**src/rtl/drv_segment_scan.sv**
```systemverilog
// Time-multiplexed scan controller for a multi-digit 7-segment display.
// Double-buffered digit data commits only at frame start; all outputs registered.
module drv_segment_scan #(
  parameter int p_digits  = 4,
  parameter int p_show    = 50000,
  parameter int p_blank   = 500,
  parameter int p_sel_low = 1
) (
  input  logic                                           i_clk,
  input  logic                                           i_rst_n,
  input  logic                                           i_en,
  input  logic                                           i_wr,
  input  logic [8*p_digits-1:0]                          i_data,
  input  logic [p_digits-1:0]                            i_mask,
  output logic [7:0]                                     o_val,
  output logic [p_digits-1:0]                            o_sel,
  output logic [(p_digits > 1 ? $clog2(p_digits) : 1)-1:0] o_idx,
  output logic                                           o_frame,
  output logic                                           o_pend
);

  localparam int IW   = (p_digits > 1) ? $clog2(p_digits) : 1;
  localparam int MAXC = (p_show > p_blank) ? p_show : p_blank;
  localparam int CW   = $clog2((MAXC > 2) ? MAXC : 2);

  localparam logic [CW-1:0]       SHOW_LAST  = CW'(p_show - 1);
  localparam logic [CW-1:0]       BLANK_LAST = CW'((p_blank > 0) ? p_blank - 1 : 0);
  localparam logic [IW-1:0]       LAST_IDX   = IW'(p_digits - 1);
  localparam logic [p_digits-1:0] SEL_OFF    = (p_sel_low != 0) ? '1 : '0;

  typedef enum logic [1:0] {IDLE, SHOW, BLANK} state_t;

  state_t                state;
  logic [CW-1:0]         cnt;
  logic [IW-1:0]         idx;
  logic [8*p_digits-1:0] shadow;
  logic [8*p_digits-1:0] active;

  logic                  show_end;
  logic                  blank_end;
  logic                  enter;
  logic                  fstart;
  logic                  commit;
  logic [IW-1:0]         nidx;
  logic [IW-1:0]         tgt;
  logic [IW-1:0]         disp_idx;
  logic [8*p_digits-1:0] view;
  logic [p_digits-1:0]   sel_on;

  // enter = this edge moves into SHOW; view lets digit 0 show freshly committed data.
  always_comb begin
    show_end  = (state == SHOW) && (cnt == SHOW_LAST);
    blank_end = (state == BLANK) && (cnt == BLANK_LAST);
    nidx      = (idx == LAST_IDX) ? '0 : idx + 1'b1;
    enter     = (state == IDLE) || blank_end || (show_end && (p_blank == 0));
    tgt       = (state == IDLE) ? '0 : nidx;
    fstart    = i_en && enter && (tgt == '0);
    commit    = fstart && o_pend;
    view      = commit ? shadow : active;
    disp_idx  = enter ? tgt : idx;
    sel_on    = SEL_OFF;
    sel_on[disp_idx] = (p_sel_low != 0) ? i_mask[disp_idx] : ~i_mask[disp_idx];
  end

  always_ff @(posedge i_clk or negedge i_rst_n) begin
    if (!i_rst_n) begin
      state   <= IDLE;
      cnt     <= '0;
      idx     <= '0;
      shadow  <= '0;
      active  <= '0;
      o_val   <= '0;
      o_sel   <= SEL_OFF;
      o_frame <= 1'b0;
      o_pend  <= 1'b0;
    end else begin
      o_frame <= fstart;
      if (commit) active <= shadow;
      // A write coinciding with a commit keeps pend set for the next frame.
      if (i_wr) begin
        shadow <= i_data;
        o_pend <= 1'b1;
      end else if (commit) begin
        o_pend <= 1'b0;
      end

      if (!i_en) begin
        state <= IDLE;
        cnt   <= '0;
        idx   <= '0;
        o_sel <= SEL_OFF;
        o_val <= '0;
      end else if (enter) begin
        state <= SHOW;
        cnt   <= '0;
        idx   <= tgt;
        o_sel <= sel_on;
        o_val <= view[8*disp_idx +: 8];
      end else if (show_end) begin
        state <= BLANK;
        cnt   <= '0;
        o_sel <= SEL_OFF;
        o_val <= '0;
      end else begin
        cnt <= cnt + 1'b1;
        if (state == SHOW) begin
          o_sel <= sel_on;
          o_val <= view[8*disp_idx +: 8];
        end
      end
    end
  end

  assign o_idx = idx;

endmodule

```
**config.mk**
```make
export PLATFORM = sky130hd
export DESIGN_NAME = drv_segment_scan
export DESIGN_NICKNAME = d
export VERILOG_FILES = /design/src/rtl/drv_segment_scan.sv
export SDC_FILE = /design/constraint.sdc
export NUM_CORES = 1
export LEC_CHECK = 0
export CORE_MARGIN = 2
export CORE_UTILIZATION = 49
export DETAILED_ROUTE_END_ITERATION = 16
export PLACE_DENSITY = 0.75
export SETUP_SLACK_MARGIN = 0.1
export SLEW_MARGIN = 20
export SYNTH_ARGS = -nofsm -noshare
export SYNTH_HDL_FRONTEND = slang
export SYNTH_SLANG_ARGS = --single-unit
```
**constraint.sdc**
```tcl
create_clock -name i_clk -period 2.25 [get_ports i_clk]
set_input_delay 0.675 -clock i_clk [delete_from_list [all_inputs] [get_ports i_clk]]
set_output_delay 0.675 -clock i_clk [all_outputs]
set_load 0.02 [all_outputs]
```
## Yosys cells after proc, flatten, opt, wreduce, memory -nomap -nowiden

Index checks and enable logic that the tools add are counted.

- Add/sub/neg operators: 2
- Order comparisons: 2
- Equality and inequality tests: 7
- Shift operators: 1
- Multiplexer cells: 25
- Bitwise logic cells: 2
- Reductions and logical operators: 10

Operators with widths:

| operator | number |
|---|---|
| 16-bit two-way mux | 3 |
| 32-bit two-way mux | 1 |
| 8-bit two-way mux | 4 |
| 32-bit by 6-bit indexed part select with 8-bit output | 1 |
| 16-bit by 1-bit adder with 16-bit output, second input constant | 1 |
| 16-bit equality test, second input constant | 1 |
| 16-bit by 9-bit equality test with 1-bit output, second input constant | 1 |
| 4-bit two-way mux | 4 |
| 2-bit two-way mux | 7 |
| 1-bit logical AND | 6 |
| 2-bit equality test, second input constant | 2 |
| 2-bit logical NOT | 2 |
| 1-bit two-way mux | 4 |
| 4-bit by 1-bit inequality test with 1-bit output, second input constant | 1 |
| 4-bit inverter | 1 |
| 4-bit OR | 1 |
| 2-bit by 3-bit less-than comparator with 1-bit output, second input constant | 1 |
| 3-bit by 1-bit inequality test with 1-bit output, second input constant | 1 |
| 2-bit by 1-bit adder with 2-bit output, second input constant | 1 |
| 1-bit binary-select mux with 2-bit select | 1 |
| 1-bit demux with 2-bit select | 1 |
| 2-bit by 1-bit equality test with 1-bit output, second input constant | 1 |
| 2-bit by 1-bit greater-or-equal comparator with 1-bit output, second input constant | 1 |
| 2-bit nonzero test | 1 |
| 1-bit logical OR | 1 |

- Flip-flop bits (word level): 98
- Output and inout port bits: 16
- Logic and storage cells: 58

## Depth between registers and ports, before layout

Gate-level depths: netlist of the first run.

- Word-level depth: 14
- Gate-level depth with buffers: 9
- Gate-level depth less buffers: 7

## Worst setup path after synthesis of the first run

No wires, ideal clock.

- Path type: reg2reg
- Start point: register idx[1], in the netlist o_idx[1]
- End point: register o_val[6]
- Arrival: 2.311 ns
- Required time: 2.129 ns
- Path slack: -0.182 ns
- Stages on the path, launching flop included: 9
- Buffers on the path: 1
- Clock period less this slack: 2.432 ns
- Cell sequence: dfrtp_1 -> ha_1 -> o21ba_2 -> nand3_1 -> o31ai_4 -> buf_4 -> mux2i_1 -> a222oi_1 -> a22o_1

- Word-level cells in the longest chain between the ends: 12

Ends and longest elaborated chain:

| item | line | source |
|---|---|---|
| from (decl) | 35 | `logic [IW-1:0] idx;` |
| from (signal assigned) | 96 | `idx <= tgt;` |
| 2-bit by 1-bit adder with 2-bit output or 2-bit equality test (tied branches) | 54 | `nidx = (idx == LAST_IDX) ? '0 : idx + 1'b1;` |
| 2-bit two-way mux | 54 |  |
| 2-bit two-way mux | 56 | `tgt = (state == IDLE) ? '0 : nidx;` |
| 2-bit logical NOT | 57 | `fstart = i_en && enter && (tgt == '0);` |
| 1-bit logical AND | 57 |  |
| 1-bit logical AND | 58 | `commit = fstart && o_pend;` |
| 32-bit two-way mux | 59 | `view = commit ? shadow : active;` |
| 32-bit by 6-bit indexed part select with 8-bit output * | 98, 108 |  |
| 8-bit two-way mux | 106 | `if (state == SHOW) begin` |
| 8-bit two-way mux | 99 | `end else if (show_end) begin` |
| 8-bit two-way mux * | 93 | `end else if (enter) begin` |
| 8-bit two-way mux * | 87 | `if (!i_en) begin` |
| to (signal assigned) | 98 | `o_val <= view[8*disp_idx +: 8];` |
| to (signal assigned) | 108 | `o_val <= view[8*disp_idx +: 8];` |
| to (decl) | 15 | `output logic [7:0] o_val,` |

Mark *: on every way between the ends. The rest lies on a longest branch, timed or not. The select of a mux whose other input is x is not followed.
A chain may end at the register's enable or synchronous reset.

## Final worst setup path of the first run

- Start point: register cnt[1]
- End point: register o_val[1]

- Word-level cells in the longest chain between the ends: 12

Ends and longest elaborated chain:

| item | line | source |
|---|---|---|
| from (decl) | 34 | `logic [CW-1:0] cnt;` |
| from (signal assigned) | 105 | `cnt <= cnt + 1'b1;` |
| 16-bit by 9-bit equality test with 1-bit output | 53 | `blank_end = (state == BLANK) && (cnt == BLANK_LAST);` |
| 1-bit logical AND | 53 |  |
| 1-bit logical OR | 55 | `enter = (state == IDLE) \|\| blank_end \|\| (show_end && (p_blank == 0));` |
| 1-bit logical AND (2 in series) | 57 |  |
| 1-bit logical AND | 58 |  |
| 32-bit two-way mux | 59 |  |
| 32-bit by 6-bit indexed part select with 8-bit output | 98, 108 |  |
| 8-bit two-way mux | 106 |  |
| 8-bit two-way mux | 99 |  |
| 8-bit two-way mux | 93 |  |
| 8-bit two-way mux | 87 |  |

Several ways; a longest one is shown, not always the timed one. The select of a mux whose other input is x is not followed.

==> results.md, run 1 <==
* Status: finished with violations
* Failing checks: negative setup slack
* Total track usage at 0.225
* Root Buffer Master: clkbuf_8
* CTS H-Tree Depth at 3
* Insertion delay to the later sink of the worst-skew pair at 0.36 ns
* Max-slew violation count at 0
* Fin. Hold Viols at 0
* Clock transition at path regs at 0.10 ns
* Antenna Nets Post-Route at 0
* CP delay by family, top: compound AO/OA/AOI/OAI gates
* Pwr Total at 4160 uW
* Hold Crit Class: in -> async
* Reg2reg setup slack at -0.16 ns
* Fin nets at 523
* # port buffers at 55
* Initial DRC count at 223
* Crit. End Element: flop
* Dpl hpwl at 6990 um
* Detail Route met2 WL at 5480 um
* Die ar. at 9440 sq um
* Post-synthesis instance total at 359
* WS Path Type: reg -> reg
* Setup violators final at 9
* Register area share after synthesis at 0.578
* Detailed Route WL at 10,700 um
* Library cells used by synthesis at 40
* Global-route wire length before repair at 17,000 um
* Vias in the first global route at 3,415
* Yosys warns at 0
* Drt via density at 5.49
* Die Span X at 97.2 um
* Async S/R FF share, synth at 1.00
* CTS buffer count at 9
* RSZ-0062 raised after global routing: true
* Met3 WL at 410 um
* Hold Buf Count CTS at 0
* Seq cells post-synth at 98
* Final Worst Setup Slack at -0.155 ns
* Crit path DAT at 2.66 ns
* Hold Slack at 0.270 ns
* Initial antenna violation count at 0
* Layout Cells excl Fill at 591
* Most frequent cells in the layout: dfrtp_1 (93), buf_4 (48), clkdlybuf4s50_1 (47), mux2_2 (34), inv_1 (23)
* Diodes inserted at 0
* Die Height at 97.2 um
* Synthesis-to-layout area growth at 44.0%
* Placement Cell Area at 5450 sq um
* Netlist Area Pre-Place at 4250 sq um
* Starting Density at 0.513
* Synthesized Nets at 401
* Final min period at 2.41 ns
* Critical path's slowest cell: or4_4
* Routability cong. at 0.881
* # rows at 33
* Req. time, crit path at 2.51 ns
* Reg2reg start: cnt[1]$_DFF_PN0_
* Fin area at 6120 sq um
* Fin Clk Skew at 0.00845 ns
* Worst path max stage delay at 0.44 ns
* Grt ovf at 0
* Pin count of the biggest net entering global routing at 39
* Vias at 3,246
* TritonRoute pass-1 iters at 5
* LEAKAGE at 0.00265 uW
* Placed insts at 569
* I/O pins at 56
* Core box area at 8300 sq um
* Critical path startpoint: cnt[1]$_DFF_PN0_
* Worst Setup Start Kind: flop
* Fmax at 0.416 GHz
* TritonCTS clock tree: yes
* Post-synthesis average cell area at 11.8 sq um
* Peak VDD IR at 517 uV
* WL/cell at 18.1 um
* Maximum buffer depth of the clock tree at 2
* DRC Markers at 0
* Crit path cell chain: ha_2, nand2b_4, or4_4, o31ai_4, buf_12, buf_4, mux2i_2, a222oi_1, a22o_1
* Worst Max-Slew Pin Slew at 0.635 ns
* Share of layout cells above drive strength 1 at 0.377
* Place WS at -0.414 ns
* CP max FO at 8
* Top sig layer: met4
* Power Density at 679 nW/um^2
* Area of the multi-input gates at 1970 sq um
* Fillers at 524
* CTS sink cnt at 98
* Buf/Inv on CP at 2
* Post-Route M1 WL at 4570 um
* Most used DFF post-synth: dfrtp_1
* Post-synth EDFFs at 0
* Max Cap Viol at 0
* Most common cell after layout, fill and taps aside: dfrtp_1
* Slew margin rel. at 0.574
* Final period utilization at 1.07
* Seq. cell area at 2460 sq um
-- area by class of cell --
class	instances	share of cell area
well taps	105	0.0215
flip-flops and latches	98	0.401
clock inverters	6	0.00899
repair buffers	125	0.203
inverters	34	0.0208
clock buffers	10	0.0225
multi-input cells	213	0.321
-- metrics by stage --
| stage | TNS (ns) | util |
|---|---|---|
| after floorplan | -0.922 | - |
| after global placement | -6.32 | 0.656 |
| after detailed placement | -9.12 | 0.656 |
| after CTS | -0.668 | 0.700 |
| after global routing | -2.10 | 0.738 |
| final | -1.04 | 0.738 |
-- synth_stat cells, types with 2 or more instances --
| library cell | count | area share |
|---|---|---|
| mux2i_1 | 29 | 0.068 |
| inv_1 | 34 | 0.030 |
| and3_1 | 5 | 0.0074 |
| mux2_2 | 34 | 0.090 |
| nor2_1 | 23 | 0.020 |
| a222oi_1 | 7 | 0.016 |
| clkbuf_1 | 10 | 0.0088 |
| or3_1 | 2 | 0.0029 |
| dfrtp_1 | 94 | 0.55 |
| buf_6 | 2 | 0.0053 |
| a21oi_1 | 19 | 0.022 |
| nand2b_1 | 3 | 0.0044 |
| mux2_1 | 2 | 0.0053 |
| nand3_1 | 11 | 0.013 |
| xor2_1 | 7 | 0.014 |
| nor3_1 | 5 | 0.0059 |
| a21o_1 | 3 | 0.0053 |
| nor4_1 | 4 | 0.0059 |
| o21ai_0 | 4 | 0.0047 |
| o2bb2ai_1 | 4 | 0.0082 |
| nand2_1 | 20 | 0.018 |
| ha_1 | 2 | 0.0059 |
| dfstp_2 | 4 | 0.025 |
| nand4_1 | 4 | 0.0059 |
| xnor2_1 | 5 | 0.010 |
| a22o_1 | 8 | 0.016 |
-- logic make-up (layout without fill, tap and decap cells) --
group | after synthesis | count (layout) | synth area share
muxes | 65 | 65 | 0.164
AOI/OAI and AO/OA | 53 | 53 | 0.0912
xor gates and xnor gates | 12 | 12 | 0.0247
DFF | 98 | 98 | 0.578
and+or+nand+nor | 81 | 81 | 0.0900
buffers and inverters | 48 | 175 | 0.0471
adders and majority gates | 2 | 2 | 0.00588
-- repair_timing --
| action | CTS | global route |
|---|---|---|
| endpoints found under the setup margin | 30 | 55 |
| gates cloned | 1 | 1 |
| resized for setup | 42 | 54 |
| setup buffers | 5 | 7 |
| pin swaps | 4 | 6 |
-- power breakdown --
group          internal, uW  total [uW]  switching, uW
logic                   526         885            359
registers              1980        2160            178
clock network           456        1120            660
total                  2960        4160           1200
-- flip-flops by register name, indices dropped and copies added (netlist names) --
register / flops
cnt: 16
active: 32
o_sel: 4
state: 2
o_val: 8
o_frame: 1
o_idx: 2
o_pend: 1
shadow: 32
-- path summary, 6_finish.rpt --
check | end | depth (start not counted)
setup / recovery | o_val[1]$_DFFE_PN0P_ | 9
hold / removal | cnt[3]$_DFF_PN0_ | 1
setup reg to reg | o_val[1]$_DFFE_PN0P_ | 9
hold reg to reg | active[7]$_DFF_PN0_ | 2
max in group asynchronous | active[15]$_DFF_PN0_ | 2
min in group i_clk | active[7]$_DFF_PN0_ | 2
-- routing by layer --
layer,global-route usage,vias up
met3,0.0353,23
met5,0,-
met4,0.0748,0
met1,0.302,1634
li1,-,1495
met2,0.376,94
No activity file was read; power rests on OpenSTA's default activity.
==> run 2: changes to the inputs <==
Settings changed: CORE_MARGIN 2 to unset, CORE_UTILIZATION 49 to 40, PLACE_DENSITY 0.75 to unset.
==> run 2 against run 1 <==
The run still ends with negative setup slack left. Clock power is 4% lower. Clock skew about the same. Final cell count grew 5.8%. Wire length decreased by 11%. Worst hold slack lost 0.016 ns. Design area up 0.12%. Non-clock buffer count rose by 3. Setup slack gained 0.0061 ns. Core utilization fell by 14 points. Combinational power decreased by 10%. Die area grew 17%. Critical path type unchanged. Largest power group unchanged.
==> results.md, run 2 (synthesis gave the netlist of run 1 again) <==
* Fin. Hold Viols at 0
* Largest registers: active x32, shadow x32, cnt x16
* Routability cong. at 0.853
* Final period utilization at 1.07
* Place WS at -0.398 ns
* Vias at 3,130
* Area of the multi-input gates at 1950 sq um
* FF-to-FF path depth at 9
* Detailed Route WL at 9480 um
* Placed insts at 602
* Layout Cells excl Fill at 625
* Maximum buffer depth of the clock tree at 2
* Clock transition at path regs at 0.10 ns
* Core box area at 10,300 sq um
* Reg2reg setup slack at -0.15 ns
* Status: finished with violations
* Pin count of the biggest net entering global routing at 43
* I/O pins at 56
* Global-route wire length before repair at 15,500 um
* Initial DRC count at 149
* Setup_tns at -1.15 ns
* Starting Density at 0.412
* CTS buffer count at 9
* Insertion delay to the later sink of the worst-skew pair at 0.36 ns
* Share of layout cells above drive strength 1 at 0.358
* Hold Buf Count CTS at 0
* Fin area at 6130 sq um
* Setup violators final at 10
* Seq. cell area at 2460 sq um
* RSZ-0062 raised after global routing: true
* Hold Slack at 0.254 ns
* TritonRoute pass-1 iters at 6
* Cell internal pwr at 2900 uW
* Antenna Nets Post-Route at 0
* Die Height at 105 um
* Dpl hpwl at 6670 um
* Failing checks: negative setup slack
* Switching Fraction at 0.276
* WS Path Type: reg -> reg
* Max-slew violation count at 0
* CTS sink cnt at 98
* Most frequent cells in the layout: dfrtp_1 (93), buf_4 (53), clkdlybuf4s50_1 (47), mux2_2 (33), inv_1 (27)
* Critical path's slowest cell: dfrtp_1
* WL/cell at 15.2 um
* Most common cell after layout, fill and taps aside: dfrtp_1
* Synthesis-to-layout area growth at 44.1%
* Peak VDD IR at 355 uV
* Fin nets at 526
* Initial antenna violation count at 0
* Crit. End Element: flop
* LEAKAGE at 0.00267 uW
* # port buffers at 55
* DRC Markers at 0
* Fin Clk Skew at 0.00828 ns
* CP max FO at 8
* Crit path DAT at 2.69 ns
* Vias in the first global route at 3,190
* Worst Max-Slew Pin Slew at 0.629 ns
* Hold Crit Class: in -> async
* Slew margin rel. at 0.579
* # rows at 37
* Root Buffer Master: clkbuf_8
* TritonCTS clock tree: yes
* Final min period at 2.40 ns
* Final Worst Setup Slack at -0.149 ns
* Flop pwr share at 0.533
* CTS H-Tree Depth at 3
* Placement Cell Area at 5470 sq um
* Grt ovf at 0
* Reg-to-Reg End: o_val[5]$_DFFE_PN0P_
* Die Span X at 105 um
* Drt via density at 5.01
* Max Cap Viol at 0
* Power Density at 654 nW/um^2
* Reg2reg start: o_idx[0]$_DFF_PN0_
* Clock network power share at 0.270
* Diodes inserted at 0
* Comb power frac at 0.198
* Fillers at 827
* Fmax at 0.417 GHz
* Worst Setup Start Kind: flop
* Psw at 1110 uW
* Die ar. at 11,100 sq um
* Req. time, crit path at 2.54 ns
* Total track usage at 0.178
* Worst path max stage delay at 0.42 ns
* Crit path cell chain: ha_4, o21ba_2, nand3_2, o31ai_4, buf_4, buf_12, mux2i_1, a222oi_1, a22o_1
-- run 2: routing by layer --
metal / wire length, um / global-route usage
met5: 0 / 0
met4: 122 / 0.0614
met3: 325 / 0.0287
met2: 4410 / 0.278
met1: 4630 / 0.253
-- run 2: what timing repair did --
action,in CTS,in global routing
endpoints found under the setup margin,45,43
buffers inserted,1,7
cloned,0,1
pin swaps,1,9
resized for setup,23,64
-- run 2: per-stage QoR --
step	total power (uW)	utilization
6_report	4010	0.594
3_5_place_dp	2730	0.530
5_1_grt	4210	0.594
3_3_place_gp	2700	0.530
4_1_cts	3840	0.556
2_1_floorplan	2390	-
-- run 2: how the worst max path moves through the flow --
stage / start / end / depth (start not counted)
2_1_floorplan: cnt[0]$_DFF_PN0_ / o_val[1]$_DFFE_PN0P_ / 9
3_3_place_gp: i_en / o_val[2]$_DFFE_PN0P_ / 8
3_5_place_dp: i_en / o_val[2]$_DFFE_PN0P_ / 7
4_1_cts: cnt[0]$_DFF_PN0_ / o_val[2]$_DFFE_PN0P_ / 8
5_1_grt: cnt[1]$_DFF_PN0_ / o_val[3]$_DFFE_PN0P_ / 9
6_report: o_idx[0]$_DFF_PN0_ / o_val[5]$_DFFE_PN0P_ / 9
-- run 2: power groups by stage --
stage	sequential, uW	clock [uW]	combinational, uW
2_1_floorplan	2100	0	289
4_1_cts	2090	1110	644
3_5_place_dp	2110	0	615
6_report	2140	1080	793
3_3_place_gp	2110	0	596
5_1_grt	2160	1190	861
-- run 2: final cells by class --
cell class | count | share of cell area
well taps | 136 | 0.0277
clock inverters | 6 | 0.00775
repair buffers | 128 | 0.203
multi-input cells | 213 | 0.317
clock buffers | 10 | 0.0224
inverters | 34 | 0.0208
flip-flops and latches | 98 | 0.401
-- run 2: worst max-delay path, delay by kind of cell, from the launching register on --
family,cells,cell delay (ns)
multiplexers,1,0.09
AND/OR/NAND/NOR,1,0.09
adder cells (fa/ha/maj),1,0.24
flip-flops,1,0.42
buffers and inverters,2,0.32
AO/OA/AOI/OAI,4,1.16
